<file path="src/rtl/muldiv_pkg.sv">
// muldiv_pkg: shared FSM state encoding, op codes and client indices for muldiv_sched.
package muldiv_pkg;
  typedef enum logic [2:0] {IDLE, CONV, ITER, FIX, DONE} state_t;
  localparam logic OP_MUL  = 1'b1;
  localparam logic OP_DIV  = 1'b0;
  localparam logic CLIENT0 = 1'b0;
  localparam logic CLIENT1 = 1'b1;
endpackage

</file>
<file path="src/rtl/muldiv_iter_core.sv">
// muldiv_iter_core: per-cycle unsigned shift-add multiply / restoring divide datapath.
// MULDIV_EARLY_TERM_EN: a multiply finishes once the remaining multiplier bits are all zero.
module muldiv_iter_core import muldiv_pkg::*; #(
  parameter int N = 4
) (
  input  logic           clk,
  input  logic           rst,
  input  logic           start_i,
  input  logic           op_i,
  input  logic           step_i,
  input  logic [N-1:0]   a_i,
  input  logic [N-1:0]   b_i,
  output logic           done_o,
  output logic [2*N-1:0] acc_o,
  output logic [N-1:0]   quo_o
);
  localparam int CW = $clog2(N);
  logic [2*N-1:0] acc_q, acc_d, mc_q, mc_d;
  logic [N-1:0] mb_q, mb_d, rem_sh;
  logic [N:0] diff;
  logic [CW-1:0] cnt_q, cnt_d;
  logic mul;
  assign mul = op_i == OP_MUL;
  // remainder < divisor <= 2^(N-1), so the shifted partial remainder always fits N bits
  assign rem_sh = {acc_q[N-2:0], mb_q[N-1]};
  assign diff = {1'b0, rem_sh} - {1'b0, mc_q[N-1:0]};
  always_comb begin
    acc_d = start_i ? '0 : !step_i ? acc_q : mul ? acc_q + (mb_q[0] ? mc_q : '0)
          : {{N{1'b0}}, diff[N] ? rem_sh : diff[N-1:0]};
    mc_d = start_i ? {{N{1'b0}}, mul ? a_i : b_i} : (step_i && mul) ? mc_q << 1 : mc_q;
    mb_d = start_i ? (mul ? b_i : a_i) : !step_i ? mb_q : mul ? mb_q >> 1 : {mb_q[N-2:0], !diff[N]};
    cnt_d = start_i ? '0 : step_i ? cnt_q + 1'b1 : cnt_q;
  end
  always_ff @(posedge clk or posedge rst)
    if (rst) begin
      acc_q <= '0;
      mc_q  <= '0;
      mb_q  <= '0;
      cnt_q <= '0;
    end else begin
      acc_q <= acc_d;
      mc_q  <= mc_d;
      mb_q  <= mb_d;
      cnt_q <= cnt_d;
    end
`ifdef MULDIV_EARLY_TERM_EN
  assign done_o = cnt_q == CW'(N - 1) || (mul && mb_q[N-1:1] == '0);
`else
  assign done_o = cnt_q == CW'(N - 1);
`endif
  assign acc_o = acc_q;
  assign quo_o = mb_q;
endmodule

</file>
<file path="src/rtl/muldiv_sched.sv">
// muldiv_sched: round-robin arbiter and FSM sequencing a shared iterative signed mul/div core.
// MULDIV_EARLY_TERM_EN (handled in muldiv_iter_core) shortens multiplies with small multipliers.
module muldiv_sched import muldiv_pkg::*; #(
  parameter int N = 4
) (
  input  logic         clk,
  input  logic         rst,
  input  logic         req0,
  input  logic [N-1:0] a0,
  input  logic [N-1:0] b0,
  input  logic         sel0,
  output logic         gnt0,
  input  logic         req1,
  input  logic [N-1:0] a1,
  input  logic [N-1:0] b1,
  input  logic         sel1,
  output logic         gnt1,
  output logic         busy,
  output logic         valid,
  output logic         error,
  output logic         owner,
  output logic [N-1:0] m,
  output logic [N-1:0] r
);
  localparam logic [N-1:0] MIN = {1'b1, {(N-1){1'b0}}};
  state_t state_q;
  logic fav_q, own_q, op_q, sa_q, sb_q, valid_q, err_q, owner_q, idle, ovf, done;
  logic [N-1:0] a_q, b_q, m_q, r_q, mag_a, mag_b, quo, qfix, rfix;
  logic [2*N-1:0] acc, pfix;
  // grants are gated by rst so they drop the moment reset asserts
  assign idle = state_q == IDLE && !rst;
  assign gnt0 = idle && req0 && (!req1 || fav_q == CLIENT0);
  assign gnt1 = idle && req1 && (!req0 || fav_q == CLIENT1);
  assign mag_a = a_q[N-1] ? -a_q : a_q;
  assign mag_b = b_q[N-1] ? -b_q : b_q;
  assign pfix = (sa_q ^ sb_q) ? -acc : acc;
  assign qfix = (sa_q ^ sb_q) ? -quo : quo;
  assign rfix = sa_q ? -acc[N-1:0] : acc[N-1:0];
  assign ovf = a_q == MIN && b_q == '1;
  muldiv_iter_core #(.N(N)) u_core (
    .clk    (clk),
    .rst    (rst),
    .start_i(state_q == CONV),
    .op_i   (op_q),
    .step_i (state_q == ITER),
    .a_i    (mag_a),
    .b_i    (mag_b),
    .done_o (done),
    .acc_o  (acc),
    .quo_o  (quo)
  );
  always_ff @(posedge clk or posedge rst)
    if (rst) begin
      state_q <= IDLE;
      fav_q   <= CLIENT0;
      own_q   <= CLIENT0;
      op_q    <= OP_DIV;
      sa_q    <= 1'b0;
      sb_q    <= 1'b0;
      a_q     <= '0;
      b_q     <= '0;
      valid_q <= 1'b0;
      err_q   <= 1'b0;
      owner_q <= CLIENT0;
      m_q     <= '0;
      r_q     <= '0;
    end else begin
      valid_q <= 1'b0;
      case (state_q)
        IDLE: if (gnt0 || gnt1) begin
          state_q <= CONV;
          own_q   <= gnt1 ? CLIENT1 : CLIENT0;
          fav_q   <= gnt1 ? CLIENT0 : CLIENT1;
          a_q     <= gnt1 ? a1 : a0;
          b_q     <= gnt1 ? b1 : b0;
          op_q    <= gnt1 ? sel1 : sel0;
        end
        CONV: begin
          sa_q <= a_q[N-1];
          sb_q <= b_q[N-1];
          if (op_q == OP_DIV && b_q == '0) begin
            state_q <= DONE;
            valid_q <= 1'b1;
            err_q   <= 1'b1;
            owner_q <= own_q;
            m_q     <= '0;
            r_q     <= '0;
          end else state_q <= ITER;
        end
        ITER: if (done) state_q <= FIX;
        FIX: begin
          state_q <= DONE;
          valid_q <= 1'b1;
          owner_q <= own_q;
          err_q   <= op_q == OP_DIV && ovf;
          m_q     <= op_q == OP_MUL ? pfix[2*N-1:N] : ovf ? MIN : qfix;
          r_q     <= op_q == OP_MUL ? pfix[N-1:0] : ovf ? '0 : rfix;
        end
        default: state_q <= IDLE;
      endcase
    end
  assign busy  = state_q != IDLE;
  assign valid = valid_q;
  assign error = err_q;
  assign owner = owner_q;
  assign m     = m_q;
  assign r     = r_q;
endmodule

</file>
<file path="config.mk">
export PLATFORM = sky130hd
export DESIGN_NAME = muldiv_sched
export DESIGN_NICKNAME = d
export VERILOG_FILES = /design/src/rtl/muldiv_pkg.sv /design/src/rtl/muldiv_iter_core.sv /design/src/rtl/muldiv_sched.sv
export SDC_FILE = /design/constraint.sdc
export NUM_CORES = 1
export LEC_CHECK = 0
export CORE_UTILIZATION = 55
export DETAILED_ROUTE_END_ITERATION = 8
export GPL_TIMING_DRIVEN = 0
export PLACE_DENSITY_LB_ADDON = 0.12
export SYNTH_ARGS = -nofsm -noshare
export SYNTH_HDL_FRONTEND = slang
export SYNTH_HIERARCHICAL = 1
export SYNTH_SLANG_ARGS = --single-unit
</file>
<file path="constraint.sdc">
create_clock -name clk -period 2.6 [get_ports clk]
set_input_delay 0.39 -clock clk [delete_from_list [all_inputs] [get_ports clk]]
set_output_delay 0.39 -clock clk [all_outputs]
set_load 0.02 [all_outputs]
</file>
* Yosys cells after proc, flatten, opt, wreduce, memory -nomap -nowiden
Cells that the tools add are included.
Word-level totals: RAM bits 0, word-level logic and storage cells 103, memories 0, memory bits (read-only) 0, register bits 49, bits of input ports 22, bits in latches 0
Operators by class: add/subtract/negate cells 8, eq/ne operators 9, bitwise operators 3, multipliers 0, divide/modulo/power cells 0, mux-type cells 41, shift-type cells 0, $lt $le $gt $ge 0, reduce and logical (&&, ||, !) cells 25
Operators with widths (count):
- $mux 4 | 17
- $mux 8 | 7
- $neg 4->4 | 4
- $pmux 4 s2 | 2
- $pmux 3 s4 | 1
- $logic_and 1x1->1 | 9
- $mux 3 | 3
- $add 8x8->8 | 1
- $eq 4x4->1 const B | 2
- $neg 8->8 | 1
- $eq 3x2->1 const B | 2
- $mux 1 | 6
- $pmux 1 s2 | 3
- $reduce_and 2->1 | 3
- $reduce_bool 2->1 | 3
- $sub 4x4->5 | 1
- $logic_not 1->1 | 4
- $logic_not 4->1 | 1
- $mux 2 | 2
- $ne 2x2->1 const B | 2
- $eq 3x1->1 const B | 1
- $logic_not 3->1 | 1
- $logic_or 1x1->1 | 3
- $reduce_bool 3->1 | 1
- other kinds (5) | 6

* Depth between registers and ports, before layout
word-level depth 7, mapped depth 9, mapped depth without buffers 9

* Hierarchy
Netlist, hierarchy kept.
Modules (own cells, without submodules):
- muldiv_iter_core | area each 1594.0 sq um, cells each 176, sequential area each 550.5 sq um, times used 1
- muldiv_sched | area each 1488.9 sq um, cells each 157, sequential area each 675.6 sq um, times used 1

* Least setup slack after synthesis
Ideal clock, no wire load.
path type reg2reg, start point register u_core.mb_q[0], in the netlist u_core/quo_o[0], end point register u_core.acc_q[6], in the netlist u_core/acc_o[6], path buffers 0, arrival time 2013 ps, cell stages (with the launch flop) 9, clock period less this slack 2134 ps, path slack 466 ps, setup time 121 ps, path through dfrtp_1 and2_1 ha_1 fa_1 a21o_1 a31o_1 a21oi_2 xnor2_1 a22o_1
On the way: word-level cells in the longest chain between the ends 5
Ends and longest elaborated chain:
- from (decl) | RTL line muldiv_iter_core.sv:19 | logic [N-1:0] mb_q, mb_d, rem_sh;
- from (signal assigned) | RTL line muldiv_iter_core.sv:43 | mb_q <= mb_d;
- $mux 8 | RTL line muldiv_iter_core.sv:28 | acc_d = start_i ? '0 : !step_i ? acc_q : mul ? acc_q + (mb_q[0] ? mc_q : '0)
- $add 8x8->8 | RTL line muldiv_iter_core.sv:28
- $mux 8 (3 in a row) | RTL line muldiv_iter_core.sv:28
- to (signal assigned) | RTL line muldiv_iter_core.sv:36 | acc_q <= '0;
- to (signal assigned) | RTL line muldiv_iter_core.sv:41 | acc_q <= acc_d;
- to (decl) | RTL line muldiv_iter_core.sv:18 | logic [2*N-1:0] acc_q, acc_d, mc_q, mc_d;
No other way between the ends. The select of a mux whose other input is x is not followed. A chain may end at the register's enable or synchronous reset.

* Worst setup path after layout
start point register state_q[1], end point output gnt0
On the way: word-level cells in the longest chain between the ends 4
Ends and longest elaborated chain:
- from (decl) | RTL line muldiv_sched.sv:26 | state_t state_q;
- from (signal assigned) | RTL line muldiv_sched.sv:54 | state_q <= IDLE;
- from (signal assigned) | RTL line muldiv_sched.sv:71 | state_q <= CONV;
- from (signal assigned) | RTL line muldiv_sched.sv:82 | state_q <= DONE;
- $logic_not 3->1 | RTL line muldiv_sched.sv:31 | assign idle = state_q == IDLE && !rst;
- $logic_and 1x1->1 | RTL line muldiv_sched.sv:31
- $logic_and 1x1->1 (2 in a row) | RTL line muldiv_sched.sv:32 | assign gnt0 = idle && req0 && (!req1 || fav_q == CLIENT0);
- to (decl) | RTL line muldiv_sched.sv:12 | output logic gnt0,
No other way between the ends.

==> summary.json <==
{
  "pwr": {
    "power.share.switching_pct": 45.9,
    "power_density_mw_per_mm2": 1290,
    "p_total_mw": 4.66,
    "comb_power_share_pct": 58.6,
    "seqPwrFrac_pct": 31.8,
    "share_clk_of_total_power_pct": 9.5,
    "total_switching_power_mw": 2.14,
    "ir_drop_v": 0.000747,
    "p_int_mw": 2.52,
    "cellLeakagePower_nw": 1.69
  },
  "min_path": {
    "hold_end": "owner",
    "holdCritStartpoint": "own_q",
    "min_delay_path_depth": 2,
    "hp-class": "reg2reg"
  },
  "placement": {
    "place_congestion": 0.894,
    "detailedPlacementHpwl_um": 5310,
    "placed_cells": 438,
    "dpl-instance-area_mm2": 0.00352,
    "buffer_ports.inserted": 35
  },
  "drt": {
    "drt_pass1_iterations": 5,
    "vias_per_cell": 5.83,
    "route.vias.total": 2599,
    "final_antenna_net_count": 0,
    "drc": 0,
    "first_iter_violations": 130,
    "sum_of_routed_wire_length_over_all_layers_um": 6860,
    "routedWlPerCell_um": 15.4
  },
  "clocking": {
    "tritoncts": "done",
    "cts-buffers-inserted": 5,
    "clock_tree.root_cell": "sky130_fd_sc_hd__clkbuf_8",
    "tritoncts_num_sinks": 49,
    "worst_skew_pair.late_latency_ns": 0.30,
    "cts_post_setup_buffers_inserted": 0,
    "h-tree-depth": 2,
    "cts.reportedPaths.clkPinSlew_ns": 0.08,
    "clock_tree.buffer_depth": 2
  },
  "synthesis": {
    "avg_cell_area_syn_um2": 9.26,
    "synthesis.nets": 374,
    "synthArstFlopShare_pct": 100,
    "netlist.area_leader.share_pct": 39.8,
    "yosys_register_bits": 49,
    "ys_dominant_reg_cell": "sky130_fd_sc_hd__dfrtp_1",
    "synthesis.instances": 333,
    "synth_top_cell_by_area": "sky130_fd_sc_hd__dfrtp_1",
    "post_synth_num_cell_types": 56,
    "synth-edff-count": 0,
    "netlist_area_mm2": 0.00308,
    "register_area_share_after_synthesis_pct": 39.8,
    "synth.top_cells.by_area": "sky130_fd_sc_hd__dfrtp_1 (40%), sky130_fd_sc_hd__ha_1 (6.9%), sky130_fd_sc_hd__nand2_1 (4.0%)",
    "warning_count_from_the_yosys_run": 6
  },
  "global_routing": {
    "grt_antenna_before_repair": 0,
    "grt_util_all_layers_pct": 25.6,
    "grt_pass1_vias": 2591,
    "grt_max_degree": 28,
    "grt_remaining_overflow": 0,
    "first_pass_grt_wire_length_um": 12000
  },
  "sta": {
    "max-slew-margin-rel_pct": 32.3,
    "final_max_slew_viol_count": 0,
    "hold_violations": 0,
    "rsz0062_at_grt": "false",
    "skew_ns": 0.00564,
    "highest_clock_rate_ghz": 0.420,
    "finalCriticalPeriod_ns": 2.38,
    "setup_violations": 0,
    "whs_ns": 0.478,
    "worstMarginPinSlew_ns": 1.01,
    "fin_crit_sh_pct": 91.5
  },
  "run": {
    "drv_cap": 0
  },
  "finish": {
    "post_route_cells_drive_above_1_share_pct": 7.18,
    "layout_common_cells": "sky130_fd_sc_hd__dfrtp_1 (49), sky130_fd_sc_hd__nand2_1 (33), sky130_fd_sc_hd__clkdlybuf4s50_1 (33)",
    "finish.net_count": 416,
    "n_fill_cell": 435,
    "final_cell_count_no_fill": 446,
    "final_util_pct": 69.1,
    "n_antenna_cell": 0,
    "mostFrequentLayoutCell": "sky130_fd_sc_hd__dfrtp_1",
    "design_area_mm2": 0.00362,
    "layout-area-overhead-vs-synth_pct": 17.3
  },
  "critical_path": {
    "worst_ep_required_time_ns": 2.21,
    "worst_setup_path_end_kind": "output pin",
    "cp_data_arrival_time_ns": 1.99,
    "reg2reg_end": "u_core/acc_o[6]",
    "critical_path_class": "reg2out",
    "critical_path.reg2reg.startpoint": "u_core/quo_o[0]",
    "rr_worst_depth": 8,
    "crit_fanout": 10,
    "setup_slack_of_the_worst_register_to_register_path_ns": 0.24,
    "crit_path_start_kind": "flip-flop"
  },
  "die": {
    "die_height_um": 76.9,
    "ioPinCount": 36,
    "floorplan.initialDensity_pct": 58.9,
    "dieArea_mm2": 0.00591,
    "design.core.area_mm2": 0.00524,
    "placement_rows": 26,
    "die_w_um": 76.9
  },
  "outcome": {
    "run_status": "finished clean"
  }
}
==> power by group through the flow <==
stage                     registers [mW]  clock network (mW)  logic [mW]
final                               1.48               0.445        2.73
after global routing                1.53               0.480        3.06
after CTS                           1.48               0.454        2.73
after detailed placement            1.48                   0        2.70
after global placement              1.47                   0        2.61
after floorplan                     1.45                   0        1.99
==> how the worst max path moves through the flow <==
stage                         start         endpoint  slack, ns  cells past startpoint
finish                   state_q[1]             gnt0       0.22                      4
floorplan           u_core/quo_o[0]  u_core/acc_o[6]       0.47                      8
detailed placement              rst             gnt0      -0.22                      5
CTS                      state_q[1]             gnt0       0.22                      4
global placement                rst             gnt0      -0.14                      5
global route             state_q[1]             gnt0       0.14                      4
==> flip-flops by register name, summed over array words and instances, names as in the netlist, 2 cells and up <==
signal / flops
r: 4
b_q: 4
u_core/acc_o: 8
a_q: 4
state_q: 3
m: 4
u_core/quo_o: 4
u_core/mc_q: 8
u_core/cnt_q: 2
==> cell type report <==
class                      instances  area [µm²]  share of cell area, %
multi-input combinational        240        1690                   46.7
clock buffer                       7        76.3                   2.11
buffer                            14        68.8                   1.90
tap                               70        87.6                   2.42
sequential                        49        1230                   33.9
timing repair buffer              35         348                   9.62
inverter                          30         113                   3.11
clock inverter                     1        7.51                  0.208
==> metal layers <==
metal  up-vias  GRT usage [%]  part of all wire [%]
met5         -              0                     0
met3        11           4.40                   3.4
met1      1263           34.3                    47
met2        60           41.9                    48
li1       1265              -                     -
met4         0           8.85                   1.5
==> timing repair <==
item / CTS / global route
gates resized for setup: 4 / 0
setup endpoints to repair: 2 / 0
hold buffers: 0 / 0
==> critical path, cell delays in order, from the launching register on <==
cell and delay (ns):
sky130_fd_sc_hd__dfrtp_1 0.47, sky130_fd_sc_hd__nor4_4 0.35, sky130_fd_sc_hd__and3_1 0.26, sky130_fd_sc_hd__buf_2 0.25, sky130_fd_sc_hd__dlygate4sd2_1 0.36
==> cell usage after synthesis, types with 6 or more instances <==
cell,n
sky130_fd_sc_hd__dfrtp_1,49
sky130_fd_sc_hd__nand2_1,33
sky130_fd_sc_hd__inv_1,30
sky130_fd_sc_hd__nor2_1,23
sky130_fd_sc_hd__a21oi_1,21
sky130_fd_sc_hd__ha_1,17
sky130_fd_sc_hd__o21ai_0,17
sky130_fd_sc_hd__xnor2_1,14
sky130_fd_sc_hd__mux2i_1,12
sky130_fd_sc_hd__a222oi_1,9
sky130_fd_sc_hd__and2_1,8
sky130_fd_sc_hd__buf_2,7
sky130_fd_sc_hd__nor3_1,7
sky130_fd_sc_hd__nand3_1,6
==> cell families (layout without fill, tap and decap cells) <==
logic type	after synthesis	after routing	share of synthesized area, %
muxes	15	15	4.99
xor gates and xnor gates	18	18	5.36
and+or+nand+nor	102	102	16.2
adders and majority gates	19	19	8.20
DFF	49	49	39.8
buffers and inverters	44	87	5.88
AOI/OAI and AO/OA	86	86	19.6
==> through the flow <==
step	worst slack, ns	setup TNS, ns
after floorplan	0.466	0
after global placement	-0.142	-0.236
after detailed placement	-0.224	-0.411
after CTS	0.217	0
after global routing	0.141	0
final	0.222	0
No activity file was read; power rests on OpenSTA's default activity.
